$ cat src/rtl/multicycle_controller.sv
// Multicycle RISC-V style control FSM: fetch/decode/execute/memory/writeback
// sequencing with memory handshakes, a sticky illegal-opcode halt and a retire counter.
module multicycle_controller (
  input  logic        clk,
  input  logic        reset_n,
  input  logic [6:0]  opcode,
  input  logic [2:0]  funct3,
  input  logic        funct7b5,
  input  logic        imem_ready,
  input  logic        dmem_ready,
  output logic        imem_req,
  output logic        ir_we,
  output logic        dmem_rd_req,
  output logic        dmem_wr_req,
  output logic [3:0]  alu_control_signal,
  output logic        alu_src_imm,
  output logic        Branch,
  output logic        pc_we,
  output logic        reg_we,
  output logic        mem_to_reg,
  output logic        halted,
  output logic [2:0]  state,
  output logic [31:0] retire_count
);

  localparam logic [2:0] S_FETCH  = 3'd0;
  localparam logic [2:0] S_DECODE = 3'd1;
  localparam logic [2:0] S_EXEC   = 3'd2;
  localparam logic [2:0] S_MEM    = 3'd3;
  localparam logic [2:0] S_WB     = 3'd4;
  localparam logic [2:0] S_HALT   = 3'd5;

  localparam logic [6:0] OP_R   = 7'b0110011;
  localparam logic [6:0] OP_I   = 7'b0010011;
  localparam logic [6:0] OP_LD  = 7'b0000011;
  localparam logic [6:0] OP_SD  = 7'b0100011;
  localparam logic [6:0] OP_BEQ = 7'b1100011;

  logic [2:0]  state_q, state_d;
  logic [6:0]  opcode_q, opcode_d;
  logic [2:0]  funct3_q, funct3_d;
  logic        funct7b5_q, funct7b5_d;
  logic [31:0] retire_count_q, retire_count_d;

  logic is_r, is_i, is_ld, is_sd, is_beq, opcode_legal;
  logic [3:0] alu_sel;

  always_ff @(posedge clk or negedge reset_n) begin
    if (!reset_n) begin
      state_q        <= S_FETCH;
      opcode_q       <= '0;
      funct3_q       <= '0;
      funct7b5_q     <= 1'b0;
      retire_count_q <= '0;
    end else begin
      state_q        <= state_d;
      opcode_q       <= opcode_d;
      funct3_q       <= funct3_d;
      funct7b5_q     <= funct7b5_d;
      retire_count_q <= retire_count_d;
    end
  end

  always_comb begin
    is_r   = (opcode_q == OP_R);
    is_i   = (opcode_q == OP_I);
    is_ld  = (opcode_q == OP_LD);
    is_sd  = (opcode_q == OP_SD);
    is_beq = (opcode_q == OP_BEQ);
    opcode_legal = (opcode == OP_R) || (opcode == OP_I) || (opcode == OP_LD) ||
                   (opcode == OP_SD) || (opcode == OP_BEQ);
    alu_sel = 4'b0010;
    if (is_beq) begin
      alu_sel = 4'b0110;
    end else if (is_r) begin
      case (funct3_q)
        3'b000:  alu_sel = funct7b5_q ? 4'b0110 : 4'b0010;
        3'b111:  alu_sel = 4'b0000;
        3'b110:  alu_sel = 4'b0001;
        default: alu_sel = 4'b0010;
      endcase
    end
  end

  always_comb begin
    state_d        = state_q;
    opcode_d       = opcode_q;
    funct3_d       = funct3_q;
    funct7b5_d     = funct7b5_q;
    retire_count_d = retire_count_q + {31'd0, pc_we};
    case (state_q)
      S_FETCH:  if (imem_ready) state_d = S_DECODE;
      S_DECODE: begin
        opcode_d   = opcode;
        funct3_d   = funct3;
        funct7b5_d = funct7b5;
        state_d    = opcode_legal ? S_EXEC : S_HALT;
      end
      S_EXEC: begin
        if (is_beq)              state_d = S_FETCH;
        else if (is_ld || is_sd) state_d = S_MEM;
        else                     state_d = S_WB;
      end
      S_MEM:    if (dmem_ready) state_d = is_ld ? S_WB : S_FETCH;
      S_WB:     state_d = S_FETCH;
      S_HALT:   state_d = S_HALT;
      default:  state_d = S_FETCH;
    endcase
  end

  // Outputs are forced low while reset_n is asserted, even though state already reads FETCH.
  always_comb begin
    imem_req           = 1'b0;
    ir_we              = 1'b0;
    dmem_rd_req        = 1'b0;
    dmem_wr_req        = 1'b0;
    alu_control_signal = 4'b0000;
    alu_src_imm        = 1'b0;
    Branch             = 1'b0;
    pc_we              = 1'b0;
    reg_we             = 1'b0;
    mem_to_reg         = 1'b0;
    halted             = 1'b0;
    if (reset_n) begin
      case (state_q)
        S_FETCH: begin
          imem_req = 1'b1;
          ir_we    = imem_ready;
        end
        S_EXEC: begin
          alu_control_signal = alu_sel;
          alu_src_imm        = is_i || is_ld || is_sd;
          Branch             = is_beq;
          pc_we              = is_beq;
        end
        S_MEM: begin
          dmem_rd_req = is_ld;
          dmem_wr_req = is_sd;
          // Store retires in the completing cycle only, so pc_we pulses once however long the wait.
          pc_we       = is_sd && dmem_ready;
        end
        S_WB: begin
          reg_we     = 1'b1;
          pc_we      = 1'b1;
          mem_to_reg = is_ld;
        end
        S_HALT:  halted = 1'b1;
        default: ;
      endcase
    end
  end

  assign state        = state_q;
  assign retire_count = retire_count_q;

endmodule
$ cat config.mk
export PLATFORM = sky130hd
export DESIGN_NAME = multicycle_controller
export DESIGN_NICKNAME = d
export VERILOG_FILES = /design/src/rtl/multicycle_controller.sv
export SDC_FILE = /design/constraint.sdc
export NUM_CORES = 1
export LEC_CHECK = 0
export ABC_CLOCK_PERIOD_IN_PS = 2600
export BUFFER_PORTS_ARGS = -buffer_cell sky130_fd_sc_hd__buf_4
export CAP_MARGIN = 20
export CORE_UTILIZATION = 46
export DETAILED_ROUTE_END_ITERATION = 10
export PLACE_DENSITY = 0.86
export RECOVER_POWER = 50
export SKIP_LAST_GASP = 1
export SLEW_MARGIN = 10
export SYNTH_ARGS = -nofsm -noshare
export SYNTH_HDL_FRONTEND = slang
export SYNTH_SLANG_ARGS = --single-unit
$ cat constraint.sdc
create_clock -name clk -period 2.6 [get_ports clk]
set_clock_uncertainty 0.2 [all_clocks]
set_input_delay 0.13 -clock clk [delete_from_list [all_inputs] [get_ports clk]]
set_output_delay 0.13 -clock clk [all_outputs]
set_load 0.02 [all_outputs]
==> run metrics, run 1 <==
result of the run finished with violations; failing checks setup timing; setup slack of the critical path after layout -334.3 ps; cell types occupying the most area after synthesis sky130_fd_sc_hd__dfrtp_1 50%, sky130_fd_sc_hd__xnor2_1 6.5%, sky130_fd_sc_hd__xor2_1 4.9%, sky130_fd_sc_hd__mux2_2 4.9%, sky130_fd_sc_hd__nand4_1 2.7%; floorplan die width 72.79 microns; clock transition at the registers of the reported paths 80 ps; sequential cell area fraction in the yosys report 49.95%; max-slew headroom at the worst pin 49.91%; Die H 72.79 microns; Max Cap Viol 0; share of the clock period used by the worst path 112.9%; maximum number of pins on one net before global-route repair 35; Static Leak 0.001640 uW; Area growth, synth to finish 47.94%; post-synthesis cell type count 43; total wire length 6.818 mm; cell type with the largest total area after synthesis sky130_fd_sc_hd__dfrtp_1; measured slew at the worst slew-check pin 751.3 ps; number of pins exceeding their max-slew limit in the final report 0; number of levels the H-tree was split into 2; antenna cell count 0; final HPWL from detailed placement 4.065 mm; Mean Syn Cell Area 10.72 sq um; data required time of the critical path 2620 ps; TritonCTS clock tree yes; power density of the placed cells 659.2 nW/um^2; Max Freq 340.8 MHz; worst hold path depth 4; number of cells on the worst reg-to-reg path 11; Worst EP arrival 2950 ps; share of post-route cells with drive strength above 1 38.75%; maximum vdd ir drop 532.0 uV; path class of the lowest-slack min-delay path input pin to flip-flop; wire length of the first global-routing pass 9.708 mm; Finished Cell Area 3410 sq um; area after detailed placement 3042 sq um; average via count per standard cell 5.509; overall via count from detail_route 2,132; die area 5298 sq um; net total in the final layout 336; input/output buffers 62; effective utilization at floorplan 48.16%; kind of start point of the critical path flip-flop; type of the worst setup path flip-flop to flip-flop; cell at the root of the clock tree sky130_fd_sc_hd__clkbuf_8; final period demand of the worst path 2934 ps; CTS max path bufs 2; GRT Util Overall 24.54%; number of warnings issued by yosys 0; Critical R2R Launch opcode_q[2]; total congestion overflow 0; number of placement rows 25; endpoint type of the worst setup path flip-flop; total of endpoints with negative setup slack in the final report 22; top-level I/O count 64; Mapped Nets 232; flop and latch count out of synthesis 46; unrepaired setup endpoints after global routing yes; total CTS buffers 5; Fin. Hold Viols 0; area share of the largest cell type after synthesis 49.95%; clock latency at the later pin of the worst-skew pair 300 ps; per-cell routed wire length 17.62 microns; Final ANT Viol Nets 0; worst reg-to-reg setup slack -330 ps; drc violations 0; cells after synthesis 215; launch point of the worst hold path dmem_ready; end of the worst register-to-register path retire_count[26]; Setup crit start opcode_q[2]; top fanout value on the critical path 3; post-synth design cell area 2305 sq um; Core Region 4786 sq um; end point of the worst hold path state[0]; # clock sinks 46; routability congestion estimate from global placement 0.8824; initial antenna violation count 0; first-iteration detailed-routing DRC count 265; Layout Utilization 71.24%; count of TritonRoute iterations in the first routing pass 4; via count of the first global-routing pass 2,006
==> sequential cells by signal (all words and copies together), names as in the netlist <==
register	count
funct3_q	3
funct7b5_q	1
opcode_q	7
retire_count	32
state	3
==> synthesized netlist by cell type, drive strengths merged <==
library cell and n:
a211oi 1, nor4 9, mux2 10, o21bai 1, and3 7, nor3b 2
and2 2, buf 2, or3 2, a32oi 1, xor2 13, or4 1
nand2 15, inv 7, nor2 13, a21oi 2, o21ai 6, nor2b 4
xnor2 17, nand4bb 2, conb 1, nand3 12, dfrtp 46, clkbuf 5
or2 1, ha 2, nor3 8, o211ai 2, a41oi 1, o2bb2ai 1
a31oi 1, a2bb2oi 1, o31ai 1, nor4bb 1, a2111oi 1, nand4 10
and4 4
==> routing by layer <==
layer	track usage, %	vias to the layer above	part of all wire, %
met4	7.843	0	2.7
li1	-	976	-
met2	41.02	82	49
met3	6.492	16	5.4
met1	31.11	1058	43
met5	0	-	0
==> report_power, final <==
part / internal [uW] / switching, uW / total (uW)
sequential: 848 / 162 / 1010
combinational: 380 / 427 / 808
clock: 190 / 240 / 430
==> stage by stage <==
stage	cells	hold WS, ps	TNS (ps)	power, uW	setup slack (ps)
floorplan	215	-365.6	-5340	1410	-340.1
global placement	355	-85.66	-228.8	1668	-48.75
detailed placement	355	-87.34	-1911	1690	-184.6
global route	387	15.67	-6464	2347	-429.4
finish	387	1.894	-3959	2248	-334.3
CTS	381	0.6598	-2069	2144	-185.9
==> layout by cell type, fill, tap and decap left out, drive strengths merged, types with 2 or more instances in the layout <==
master	synthesis	final
a21oi	2	2
and2	2	2
and3	7	7
and4	4	4
buf	2	78
clkbuf	5	20
clkinv	0	2
dfrtp	46	46
dlygate4sd3	0	12
ha	2	2
inv	7	7
mux2	10	10
nand2	15	15
nand3	12	12
nand4	10	10
nand4bb	2	2
nor2	13	13
nor2b	4	4
nor3	8	8
nor3b	2	2
nor4	9	9
o211ai	2	2
o21ai	6	6
or3	2	2
xnor2	17	17
xor2	13	13
==> logic make-up after synthesis <==
| kind of cell | share of synthesized area, % |
|---|---|
| and+or+nand+nor | 24.48 |
| DFF | 49.95 |
| xor gates and xnor gates | 11.40 |
| AOI/OAI and AO/OA | 5.538 |
| buffers and inverters | 2.497 |
| muxes | 4.886 |
| adders and majority gates | 1.086 |
| other | 0.1627 |
==> worst max-delay path, stage by stage (launching register included) <==
cell and delay (ps):
sky130_fd_sc_hd__dfrtp_1 400, sky130_fd_sc_hd__nand4bb_4 260, sky130_fd_sc_hd__or3_4 380, sky130_fd_sc_hd__nor3_4 180
sky130_fd_sc_hd__o2bb2ai_4 160, sky130_fd_sc_hd__ha_4 180, sky130_fd_sc_hd__ha_4 120, sky130_fd_sc_hd__and4_4 240
sky130_fd_sc_hd__nand4_1 150, sky130_fd_sc_hd__buf_4 190, sky130_fd_sc_hd__nor4_2 200, sky130_fd_sc_hd__xor2_1 190
==> worst max path at each step <==
stage | endpoint | slack, ps | depth (start not counted)
3_3_place_gp | retire_count[14] | -50 | 10
2_1_floorplan | retire_count[22] | -340 | 11
5_1_grt | retire_count[26] | -430 | 11
4_1_cts | retire_count[24] | -190 | 10
6_report | retire_count[26] | -330 | 11
3_5_place_dp | retire_count[14] | -180 | 10
==> area by class of cell <==
type,count,area (sq um)
inverter,7,26.28
clock buffer,6,72.57
timing repair buffer,104,762.0
fill,339,1376
sequential,46,1152
clock inverter,2,13.76
multi-input combinational,155,1299
tap,67,83.83
==> repair_timing <==
item / in CTS / in global routing
endpoints found under the setup margin: 19 / 29
pin swaps: 7 / 9
resized for setup: 6 / 15
hold buffers: 12 / 0
setup buffers: 6 / 6
endpoints found under the hold margin: 58 / 0
Power figures use the tool's default switching activity.
==> run 2: changes to the inputs <==
Settings changed: TNS_END_PERCENT from default to 10.
==> run 2 against run 1 <==
  * The flow still finishes with violations (setup timing)
  * Largest power group unchanged
  * First-iteration DRC count fell by 36%
  * Maximum frequency grew 5.2%
  * Worst hold slack better by 150 ps
  * Highest routed layer unchanged
  * Final cell count decreased by 2.6%
  * Global-route usage decreased by 1.3 points
  * Die area unchanged
  * Wire length decreased by 16%
  * Core utilization is 3.8 points lower
  * Critical path type unchanged
==> run metrics, run 2 (synthesis results as in run 1) <==
result of the run finished with violations; failing checks setup timing; die area 5298 sq um (unchanged); max-slew headroom at the worst pin 25.33% (-25 points); Max Freq 358.7 MHz (+5.2%); maximum vdd ir drop 504.0 uV (-5.3%); number of placement rows 25 (unchanged); overall via count from detail_route 2,033 (-4.6%); Fin. Hold Viols 0 (unchanged); first-iteration detailed-routing DRC count 170 (-36%); number of levels the H-tree was split into 2 (unchanged); total CTS buffers 5 (unchanged); Max Cap Viol 0 (unchanged); antenna cell count 0 (unchanged); total of endpoints with negative setup slack in the final report 15 (-32%); CTS max path bufs 2 (unchanged); type of the worst setup path flip-flop to flip-flop; total congestion overflow 0 (unchanged); total wire length 5.749 mm (-16%); summed negative setup slack over all endpoints -1790 ps (+2168 ps); count of buffer and inverter cells on the critical path 0 (-1); series of cell instances along the critical path nand4bb_1 -> or3_4 -> nor3_4 -> o2bb2ai_4 -> ha_4 -> ha_4 -> and4_4 -> nor3b_4 -> and3_4 -> xor2_1; input/output buffers 62 (unchanged); number of flip-flops under the largest register name 32 (unchanged); area after detailed placement 3023 sq um (-0.62%); leading cell type in the layout, fill and taps excluded sky130_fd_sc_hd__buf_4; share of post-route cells with drive strength above 1 33.87% (-4.9 points); average via count per standard cell 5.393 (-2.1%); kind of start point of the critical path flip-flop; cell occurring most often along the worst timing path sky130_fd_sc_hd__ha_4; power density of the placed cells 676.2 nW/um^2 (+2.6%); effective utilization at floorplan 48.16% (unchanged); endpoint type of the worst setup path flip-flop; Die H 72.79 microns (unchanged); Core Region 4786 sq um (unchanged); worst reg-to-reg setup slack -190 ps (+150 ps); net total in the final layout 326 (-3.0%); TritonCTS clock tree yes; data required time of the critical path 2630 ps (about the same); worst setup slack before clock tree synthesis -146.5 ps (+38.10 ps); slowest stage cell, crit path sky130_fd_sc_hd__dfrtp_1; # clock sinks 46 (unchanged); setup slack of the critical path after layout -188.1 ps (+146.2 ps); top library cells by usage in the layout, fill and taps aside 68 x sky130_fd_sc_hd__buf_4, 45 x sky130_fd_sc_hd__dfrtp_1, 17 x sky130_fd_sc_hd__xnor2_1; largest stage delay on the critical path 380 ps (-20 ps); Worst EP arrival 2820 ps (-130 ps); wire length of the first global-routing pass 9.287 mm (-4.3%); per-cell routed wire length 15.25 microns (-13%); drc violations 0 (unchanged); initial antenna violation count 0 (unchanged); final period demand of the worst path 2788 ps (-146.2 ps); fill cell total of the finished layout 353 (+4.1%); top-level I/O count 64 (unchanged); cell at the root of the clock tree sky130_fd_sc_hd__clkbuf_8; Area growth, synth to finish 40.01%; routability congestion estimate from global placement 0.8915 (+1.0%); Largest delay share family, worst path simple AND/OR/NAND/NOR gates; clock transition at the registers of the reported paths 90 ps (about the same); count of TritonRoute iterations in the first routing pass 4 (unchanged); unrepaired setup endpoints after global routing yes; clock latency at the later pin of the worst-skew pair 300 ps (about the same); floorplan die width 72.79 microns (unchanged); Static Leak 0.001508 uW (-8.1%); top fanout value on the critical path 6 (+3); share of the clock period used by the worst path 107.2% (-5.6 points); Final ANT Viol Nets 0 (unchanged); number of pins exceeding their max-slew limit in the final report 0 (unchanged); path class of the lowest-slack min-delay path input pin to flip-flop; Hold WS 154.0 ps (+152.1 ps); GRT Util Overall 23.28% (-1.3 points); measured slew at the worst slew-check pin 1120 ps (+368.7 ps); Finished Cell Area 3227 sq um (-5.4%); maximum number of pins on one net before global-route repair 47 (+34%); power consumption 2182 uW (-2.9%); final HPWL from detailed placement 3.789 mm (-6.8%); via count of the first global-routing pass 1,905 (-5.0%)
==> run 2: changes by cell type in the layout (fill, tap and decap cells not counted), moves of 2 or more <==
cell                       delta
sky130_fd_sc_hd__buf_4        -9
sky130_fd_sc_hd__clkbuf_1     -2
sky130_fd_sc_hd__nand2_1      +2
sky130_fd_sc_hd__nor2_1       +3
sky130_fd_sc_hd__nor2_4       -3
sky130_fd_sc_hd__nor3_2       +2
sky130_fd_sc_hd__nor3_4       -2
sky130_fd_sc_hd__nor4_1       +3
sky130_fd_sc_hd__nor4_4       -3
==> run 2: worst register-to-register path: cells and delay by family, from the launching register on <==
kind                     cells  cell delay, ps
flip-flops                   1             380
AND/OR/NAND/NOR              6            1550
adder cells (fa/ha/maj)      2             290
XOR/XNOR                     1             140
AO/OA/AOI/OAI                1             160
==> run 2: cell type report <==
type                       count  area [sq um]  area share [%]
tap                           67         83.83           2.598
sequential                    46          1152           35.71
clock inverter                 1         8.758          0.2714
clock buffer                   7         86.33           2.675
multi-input combinational    155          1179           36.53
inverter                       7         26.28          0.8143
timing repair buffer          94         690.7           21.40
==> run 2: final timing paths <==
check                            startpoint  cells past startpoint          endpoint
setup / recovery                opcode_q[2]                     10  retire_count[14]
hold / removal                   imem_ready                      5          state[0]
setup reg to reg                opcode_q[2]                     10  retire_count[14]
hold reg to reg            retire_count[31]                      1  retire_count[31]
max in group asynchronous           reset_n                      4          state[1]
min in group asynchronous           reset_n                      4  retire_count[22]
==> run 2: timing repair <==
item | 4_1_cts | 5_1_grt
setup buffers | 0 | 1
pin swaps | 0 | 0
gates resized for setup | 0 | 2
hold endpoints to repair | 59 | 0
setup endpoints to repair | 15 | 27
hold buffers | 14 | 0
==> run 2: power by group <==
group	switching (uW)	internal, uW
Combinational	384	350
Sequential	134	848
Clock	247	220
==> run 2: stage by stage <==
stage                     util, %  cells
after floorplan                 -    215
after global placement      63.16    354
after detailed placement    63.16    354
after CTS                   68.44    376
after global routing        67.42    377
final                       67.42    377
==> run 2: routing by layer <==
metal	part of all wire (%)	global-route usage, %	wire, microns
met2	47	34.89	2708
met3	5.1	5.387	293
met1	45	32.01	2591
met4	2.7	11.11	156
met5	0	0	0
